### config.mk
export PLATFORM = sky130hd
export DESIGN_NAME = iomem_led_pwm
export DESIGN_NICKNAME = d
export VERILOG_FILES = /design/src/rtl/iomem_led_pwm_pkg.sv /design/src/rtl/iomem_led_pwm_timebase.sv /design/src/rtl/iomem_led_pwm.sv
export SDC_FILE = /design/constraint.sdc
export NUM_CORES = 1
export LEC_CHECK = 0
export ABC_CLOCK_PERIOD_IN_PS = 7400
export CAP_MARGIN = 20
export CORE_UTILIZATION = 30
export CTS_BUF_LIST = sky130_fd_sc_hd__clkbuf_8
export DETAILED_ROUTE_END_ITERATION = 16
export PLACE_DENSITY = 0.5
export SLEW_MARGIN = 20
export SYNTH_ARGS = -nofsm -noshare
export SYNTH_HDL_FRONTEND = slang
export SYNTH_SLANG_ARGS = --single-unit
### constraint.sdc
create_clock -name clk -period 7.4 [get_ports clk]
set_input_delay 1.48 -clock clk [delete_from_list [all_inputs] [get_ports clk]]
set_output_delay 1.48 -clock clk [all_outputs]
set_load 0.005 [all_outputs]
### src/rtl/iomem_led_pwm_pkg.sv
// Shared constants for the iomem LED PWM block: register map, CTRL bit
// positions and datapath widths used by the register file and the timebase.
package iomem_led_pwm_pkg;

  // Datapath widths
  localparam int DUTY_W     = 8;
  localparam int PRESCALE_W = 16;
  localparam int PWM_CNT_W  = 8;
  localparam int MAX_LEDS   = 8;

  // Register offsets, expressed as word index iomem_addr[4:2]
  localparam logic [2:0] OFF_CTRL     = 3'd0;
  localparam logic [2:0] OFF_PRESCALE = 3'd1;
  localparam logic [2:0] OFF_DUTY_LO  = 3'd2;
  localparam logic [2:0] OFF_DUTY_HI  = 3'd3;
  localparam logic [2:0] OFF_STATUS   = 3'd4;

  // CTRL register bit positions
  localparam int CTRL_EN     = 0;
  localparam int CTRL_IRQ_EN = 1;
  localparam int CTRL_PEND   = 2;

  // Extract byte lane 'lane' (0..3) of a 32-bit bus word
  function automatic logic [7:0] laneByte(input logic [31:0] data, input int lane);
    return data[8*lane +: 8];
  endfunction

endpackage

### src/rtl/iomem_led_pwm_timebase.sv
// PWM timebase: a prescaler that divides the clock into ticks and an 8-bit
// PWM step counter advanced by each tick. The counter wrapping from 255 to 0
// marks the end of a PWM period. Both counters are held at zero while
// disabled.
module pwm_timebase
  import iomem_led_pwm_pkg::*;
(
  input  logic                  clk,
  input  logic                  resetn,
  input  logic                  en,
  input  logic [PRESCALE_W-1:0] prescale,
  output logic                  tick,
  output logic [PWM_CNT_W-1:0]  pwm_cnt,
  output logic                  period_end
);

  logic [PRESCALE_W-1:0] r_preCnt;
  logic [PWM_CNT_W-1:0]  r_pwmCnt;

  // A ">=" compare rather than "==" means a prescale value lowered below the
  // running count still produces a tick on the very next cycle.
  assign tick       = en && (r_preCnt >= prescale);
  assign period_end = tick && (r_pwmCnt == {PWM_CNT_W{1'b1}});
  assign pwm_cnt    = r_pwmCnt;

  // Prescaler and PWM step counter; both restart from zero whenever disabled
  always_ff @(posedge clk or negedge resetn) begin
    if (!resetn) begin
      r_preCnt <= '0;
      r_pwmCnt <= '0;
    end else if (!en) begin
      r_preCnt <= '0;
      r_pwmCnt <= '0;
    end else if (tick) begin
      r_preCnt <= '0;
      r_pwmCnt <= r_pwmCnt + 1'b1;
    end else begin
      r_preCnt <= r_preCnt + 1'b1;
    end
  end

endmodule

### src/rtl/iomem_led_pwm.sv
// iomem-mapped LED PWM controller. Decodes one 16 MB window of the SoC iomem
// bus, holds the CTRL/PRESCALE/duty register file, double-buffers duty values
// so they only change on PWM period boundaries, and drives registered
// active-high LED outputs plus a level interrupt on period end.
module iomem_led_pwm
  import iomem_led_pwm_pkg::*;
#(
  parameter logic [7:0] BASE_ADDR = 8'h03,
  parameter int         NUM_LEDS  = 8
) (
  input  logic                clk,
  input  logic                resetn,
  input  logic                iomem_valid,
  output logic                iomem_ready,
  input  logic [3:0]          iomem_wstrb,
  input  logic [31:0]         iomem_addr,
  input  logic [31:0]         iomem_wdata,
  output logic [31:0]         iomem_rdata,
  output logic [NUM_LEDS-1:0] leds,
  output logic                irq
);

  // Bus decode
  logic       w_sel;
  logic       w_write;
  logic [2:0] w_offset;
  logic       w_wrCtrl;
  logic       w_wrPrescale;
  logic       w_wrDutyLo;
  logic       w_wrDutyHi;

  // Bus response
  logic        r_ready;
  logic [31:0] r_rdata;
  logic [31:0] w_rdVal;

  // Control / status
  logic r_en;
  logic r_irqEn;
  logic r_pend;
  logic r_irq;
  logic w_enNext;
  logic w_irqEnNext;
  logic w_pendClr;
  logic w_pendNext;

  // Prescale and duty storage
  logic [PRESCALE_W-1:0]           r_prescale;
  logic [MAX_LEDS-1:0][DUTY_W-1:0] r_shadow;
  logic [MAX_LEDS-1:0][DUTY_W-1:0] r_active;
  logic [NUM_LEDS-1:0]             r_leds;

  // Timebase
  logic                 w_tick;
  logic                 w_periodEnd;
  logic [PWM_CNT_W-1:0] w_pwmCnt;

  // Address bits outside the decoded window plus the raw tick are not needed here
  logic w_unusedBits;
  assign w_unusedBits = ^{iomem_addr[23:5], iomem_addr[1:0], w_tick};

  // Masking with r_ready keeps a held request from being taken twice
  assign w_sel        = iomem_valid && !r_ready && (iomem_addr[31:24] == BASE_ADDR);
  assign w_write      = w_sel && (iomem_wstrb != 4'b0000);
  assign w_offset     = iomem_addr[4:2];
  assign w_wrCtrl     = w_write && (w_offset == OFF_CTRL);
  assign w_wrPrescale = w_write && (w_offset == OFF_PRESCALE);
  assign w_wrDutyLo   = w_write && (w_offset == OFF_DUTY_LO);
  assign w_wrDutyHi   = w_write && (w_offset == OFF_DUTY_HI);

  pwm_timebase u_timebase (
    .clk        (clk),
    .resetn     (resetn),
    .en         (r_en),
    .prescale   (r_prescale),
    .tick       (w_tick),
    .pwm_cnt    (w_pwmCnt),
    .period_end (w_periodEnd)
  );

  // Read mux: returns the register contents as they were before any write in this cycle
  always_comb begin
    w_rdVal = '0;
    case (w_offset)
      OFF_CTRL: begin
        w_rdVal[CTRL_EN]     = r_en;
        w_rdVal[CTRL_IRQ_EN] = r_irqEn;
        w_rdVal[CTRL_PEND]   = r_pend;
      end
      OFF_PRESCALE: w_rdVal[PRESCALE_W-1:0] = r_prescale;
      OFF_DUTY_LO:  w_rdVal = r_shadow[3:0];
      OFF_DUTY_HI:  w_rdVal = r_shadow[7:4];
      OFF_STATUS:   w_rdVal[PWM_CNT_W-1:0] = w_pwmCnt;
      default:      w_rdVal = '0;
    endcase
  end

  // Single-cycle ready pulse and captured read data for each selected access
  always_ff @(posedge clk or negedge resetn) begin
    if (!resetn) begin
      r_ready <= 1'b0;
      r_rdata <= '0;
    end else begin
      r_ready <= w_sel;
      r_rdata <= w_sel ? w_rdVal : '0;
    end
  end

  // Next CTRL state; a period end setting PEND overrides a same-cycle clear
  always_comb begin
    w_enNext    = r_en;
    w_irqEnNext = r_irqEn;
    w_pendClr   = 1'b0;
    w_pendNext  = r_pend;
    if (w_wrCtrl && iomem_wstrb[0]) begin
      w_enNext    = iomem_wdata[CTRL_EN];
      w_irqEnNext = iomem_wdata[CTRL_IRQ_EN];
      w_pendClr   = iomem_wdata[CTRL_PEND];
    end
    if (w_pendClr) begin
      w_pendNext = 1'b0;
    end
    if (w_periodEnd) begin
      w_pendNext = 1'b1;
    end
  end

  // CTRL register and interrupt; irq is built from next-state so it tracks PEND exactly
  always_ff @(posedge clk or negedge resetn) begin
    if (!resetn) begin
      r_en    <= 1'b0;
      r_irqEn <= 1'b0;
      r_pend  <= 1'b0;
      r_irq   <= 1'b0;
    end else begin
      r_en    <= w_enNext;
      r_irqEn <= w_irqEnNext;
      r_pend  <= w_pendNext;
      r_irq   <= w_pendNext && w_irqEnNext;
    end
  end

  // PRESCALE register, written per byte lane in its low half
  always_ff @(posedge clk or negedge resetn) begin
    if (!resetn) begin
      r_prescale <= '0;
    end else begin
      for (int i = 0; i < PRESCALE_W / 8; i++) begin
        if (w_wrPrescale && iomem_wstrb[i]) begin
          r_prescale[8*i +: 8] <= laneByte(iomem_wdata, i);
        end
      end
    end
  end

  // Shadow duty bytes; bytes for LEDs that do not exist are never written and stay 0
  always_ff @(posedge clk or negedge resetn) begin
    if (!resetn) begin
      r_shadow <= '0;
    end else begin
      for (int i = 0; i < 4; i++) begin
        if (w_wrDutyLo && iomem_wstrb[i] && (i < NUM_LEDS)) begin
          r_shadow[i] <= laneByte(iomem_wdata, i);
        end
        if (w_wrDutyHi && iomem_wstrb[i] && ((i + 4) < NUM_LEDS)) begin
          r_shadow[i+4] <= laneByte(iomem_wdata, i);
        end
      end
    end
  end

  // Active duties follow the shadow freely while stopped, otherwise only at period end
  always_ff @(posedge clk or negedge resetn) begin
    if (!resetn) begin
      r_active <= '0;
    end else if (!r_en || w_periodEnd) begin
      r_active <= r_shadow;
    end
  end

  // PWM compare: an LED is on for the first 'duty' steps of each 256-step period
  always_ff @(posedge clk or negedge resetn) begin
    if (!resetn) begin
      r_leds <= '0;
    end else begin
      for (int i = 0; i < NUM_LEDS; i++) begin
        r_leds[i] <= r_en && (w_pwmCnt < r_active[i]);
      end
    end
  end

  assign iomem_ready = r_ready;
  assign iomem_rdata = r_rdata;
  assign leds        = r_leds;
  assign irq         = r_irq;

endmodule

* After elaboration in Yosys (flattened, before gate mapping) *
Cells that the tools add are included.
Widths: inputs -> output; s select.

storage, ports and cells
  bits in registers = 213
  output and inout bits = 42
  logic and storage cells = 92

cells by class
  $add $sub $neg = 2
  magnitude comparators = 9
  equal/unequal tests = 7
  mux-type cells = 13
  reductions and logical operators = 34

operator list
  kind                   count
  $lt 8x8->1             8
  $mux 16                2
  $mux 32                1
  $pmux 16 s2            1
  $logic_and 1x1->1      29
  $pmux 8 s3             1
  $pmux 5 s4             1
  $add 16x1->16 const B  1
  $ge 16x16->1           1
  $mux 8                 2
  $pmux 3 s5             1
  $add 8x1->8 const B    1
  $eq 8x2->1 const B     1
  $eq 8x8->1 const B     1
  $eq 3x2->1 const B     2
  $mux 1                 4
  $reduce_bool 4->1      1
  $eq 3x1->1 const B     1
  $eq 3x3->1 const B     1
  $logic_not 3->1        1
  $logic_not 1->1        2
  $ne 2x1->1 const B     1
  $logic_or 1x1->1       1

* Logic depth before layout (Yosys ltp) *
  word-level depth = 10
  depth in mapped cells = 9
  depth with buffers taken out = 8

* Hierarchy *
From an unflattened synthesis, not the netlist that was laid out.

unflattened totals
  cell total of the unflattened synthesis = 867
  area total of the unflattened synthesis = 10,506.3 µm²

modules (own cells, without submodules)
  module         instances  cells each  area each (µm²)  sequential area each (µm²)
  iomem_led_pwm  1          687         8,873.5          4,729.5
  pwm_timebase   1          180         1,632.8          600.6

* Least setup slack after synthesis *
OpenSTA, ideal clock, no wires.

  path kind = input port to flip-flop
  from = input iomem_addr[2]
  to = register r_shadow[32] (netlist bit)
  library setup time = 125 ps
  data arrival time = 2,946 ps
  data required time = 7,275 ps
  setup slack = 4,329 ps
  cell stages on the path = 5
  path buffers = 1
  cell sequence = buf_2 nor2b_1 nand2_1 nor3_2 mux2_2

on the way
  word-level cells in the longest chain between the ends = 3

ends and longest elaborated chain
  element                          RTL line              source
  from (decl)                      iomem_led_pwm.sv:16   input logic [31:0] iomem_addr,
  $eq 3x2->1                       iomem_led_pwm.sv:69   assign w_wrDutyHi = w_write && (w_offset == OFF_DUTY_HI);
  $logic_and 1x1->1                iomem_led_pwm.sv:69
  $logic_and 1x1->1                iomem_led_pwm.sv:165  if (w_wrDutyHi && iomem_wstrb[i] && ((i + 4) < NUM_LEDS)) begin
  to (signal, indexed assignment)  iomem_led_pwm.sv:163  r_shadow[i] <= laneByte(iomem_wdata, i);
  to (signal, indexed assignment)  iomem_led_pwm.sv:166  r_shadow[i+4] <= laneByte(iomem_wdata, i);
  to (decl)                        iomem_led_pwm.sv:49   logic [MAX_LEDS-1:0][DUTY_W-1:0] r_shadow;

No other way between the ends.
A chain may end at the register's enable or synchronous reset.

* Worst setup path after layout *
  from = input iomem_addr[2]
  to = register r_shadow[57] (netlist bit)

The elaborated chain is that of the path after synthesis.

==> qor.yml <==
drive_above_1_share: 0.208
htree_levels: 2
p_leak_nw: 6.12
drt_pass1_iterations: 4
finalSetupViolations: 0
synth_edf_count: 0
min_path_type: "reg2reg"
period_minus_slack_ns: 4.00
top_layer: "met4"
nets: 1158
portBuffers: 91
relSlewSlack: 0.322
post-cts-setup-buffers: 0
gp_congestion: 0.789
drv_slew: 0
cp-end-kind: "flip-flop"
n_fill_cell: 3492
arrival_ns: 4.41
synthArstFlopShare: 1.00
vdd_drop_max_mv: 0.0972
run_status: "complete, no violations"
avgSynthCellArea_um2: 11.8
antenna_found_initial: 0
clock_path_buffers: 3
cts_tree: "done"
cts_sinks: 213
synth_flop_cell: "dfrtp_1"
die_w_um: 190
p_sw_w: 0.000574
wl_met1_um: 12600
startpoint_type: "primary input"
p_sw_frac: 0.238
crit_fanout: 18
wl_met3_um: 1200
rows: 68
grt_use_total: 0.150
vias_per_cell: 4.64
fin_worst_skew_ns: 0.0286
cts-root-buf: "clkbuf_8"
routed-via-count: 6938
seqPwrFrac: 0.485
grt_pass1_wl_um: 41400
power_frac_comb: 0.040
clockPowerShare: 0.475
yosysSeqAreaShare: 0.501
die_y_um: 190
postCtsResizedCells: 0
syn_area_mm2: 0.0106
cap_violations: 0
power_w: 0.00242
area_growth_pct: 20.4
ys_types: 48
multi_input_area_mm2: 0.00484
numCtsBuffers: 40
register_area_mm2: 0.00533
drc: 0
ios: 113
grt_overflow: 0
drtIter0Drc: 339
wl_met2_um: 12000
synth_warnings: 0
ant_nets: 0
synthCells: 901
power.density_mw_per_mm2: 188
grt_pass1_vias: 7192
start_util: 0.307
path_class: "in2reg"
fin_crit_sh: 0.541
rsz0062_at_grt: "false"
syn-num-nets: 1046
fin_setup_tns_ns: 0
n_antenna_cell: 0
fmax_mhz: 250
ctsHoldBuffers: 0
cts.clk_slew.worst_paths_ns: 0.06
synth.ff_latch_count: 213
required_ns: 7.81
hpwl_um: 17700
grt_max_degree: 88
hold_viol: 0
core_area_mm2: 0.0347
drt_wl_total_um: 26100
internal_power_w: 0.00184
drt-wirelength-per-cell_um: 17.5
tightest_slew_ns: 1.02
worstSkewPairLatency_ns: 0.55
dieArea_mm2: 0.0362
## area by class of cell
class,count,area share
tap,455,0.0444
timing repair buffer,97,0.0750
inverter,83,0.0243
clock inverter,21,0.00986
sequential,213,0.416
clock buffer,49,0.0526
multi-input combinational,578,0.378
## cells in the final DEF, fill, tap and decap left out, drive strengths merged, types with 13 or more instances in the layout
master	Yosys	layout
dfrtp	213	213
mux2	132	132
inv	83	98
clkdlybuf4s50	0	90
ha	74	74
nor2	71	71
nand2	63	63
clkbuf	12	49
o21ai	49	49
a22oi	32	32
nor2b	17	17
a21o	16	16
nand3	13	13
## cells in the mapped netlist, types with 4 or more instances
cell | instances | share of area
a22oi_1 | 32 | 0.023
nor2b_1 | 17 | 0.010
ha_1 | 74 | 0.087
nand3_1 | 13 | 0.0061
dfrtp_1 | 213 | 0.50
xor2_1 | 11 | 0.0091
mux2_2 | 72 | 0.076
a211oi_1 | 9 | 0.0063
buf_2 | 7 | 0.0033
or3_1 | 4 | 0.0024
nor2_1 | 69 | 0.024
a21o_1 | 16 | 0.011
nand2_1 | 62 | 0.022
and2_1 | 5 | 0.0029
o21ai_0 | 48 | 0.023
a31oi_1 | 4 | 0.0024
and3_1 | 7 | 0.0041
inv_1 | 83 | 0.029
clkbuf_1 | 12 | 0.0042
buf_6 | 6 | 0.0063
o211ai_1 | 11 | 0.0078
nand2b_1 | 10 | 0.0059
xnor2_1 | 6 | 0.0049
a21oi_1 | 9 | 0.0042
mux2_4 | 60 | 0.085
nor3_2 | 5 | 0.0047
## power groups by stage
stage | Combinational, W | Sequential, W | Clock (W)
after global placement | 0.0000987 | 0.00119 | 0
after floorplan | 0.0000292 | 0.00119 | 0
final | 0.0000960 | 0.00117 | 0.00115
after global routing | 0.000107 | 0.00117 | 0.00125
after CTS | 0.0000994 | 0.00117 | 0.00118
after detailed placement | 0.0000992 | 0.00119 | 0
## stage by stage
stage	area [um2]	std cells	setup slack [ns]	hold slack, ns	utilization
3_3_place_gp	12000	1426	2.87	0.496	0.346
3_5_place_dp	12000	1426	2.82	0.494	0.346
4_1_cts	12800	1496	3.39	0.514	0.369
5_1_grt	12800	1496	3.26	0.520	0.369
6_report	12800	1496	3.40	0.510	0.369
2_1_floorplan	10600	901	4.33	0.472	-
## state kept, by name, summed over array words and instances (netlist names), 8 cells and up
| signal | flops |
|---|---|
| u_timebase.r_preCnt | 16 |
| r_active | 64 |
| leds | 8 |
| iomem_rdata | 32 |
| r_prescale | 16 |
| r_shadow | 64 |
| u_timebase.pwm_cnt | 8 |
## cell families after synthesis
logic type | count (synthesis) | share of synthesized area
compound gates | 143 | 0.0927
xor+xnor | 17 | 0.0140
fa+ha+maj | 74 | 0.0870
buf+inv | 110 | 0.0439
flops | 213 | 0.501
mux | 135 | 0.164
simple gates | 209 | 0.0979
## critical path, cell delays in order
cell and delay (ns):
clkdlybuf4s50_1 0.94, nor2b_1 0.46, nand2_1 0.31, nor3_2 0.80
mux2_2 0.41
## final timing paths
check / start / slack (ns) / cells after the start / to
worst max-delay path: iomem_addr[2] / 3.40 / 5 / r_shadow[57]
worst min-delay path: r_active[26] / 0.51 / 1 / r_active[26]
worst max register to register: r_prescale[15] / 3.64 / 9 / r_active[27]
worst min register to register: r_active[26] / 0.51 / 1 / r_active[26]
max in group asynchronous: resetn / 5.05 / 2 / leds[3]
min in group asynchronous: resetn / 0.95 / 1 / r_shadow[37]
## layer usage
layer | track usage | vias to the layer above
li1 | - | 3352
met1 | 0.208 | 3420
met2 | 0.238 | 134
met3 | 0.0282 | 32
met4 | 0.0378 | 0
met5 | 0 | -
Note: power is estimated with default switching activity, not from simulation.
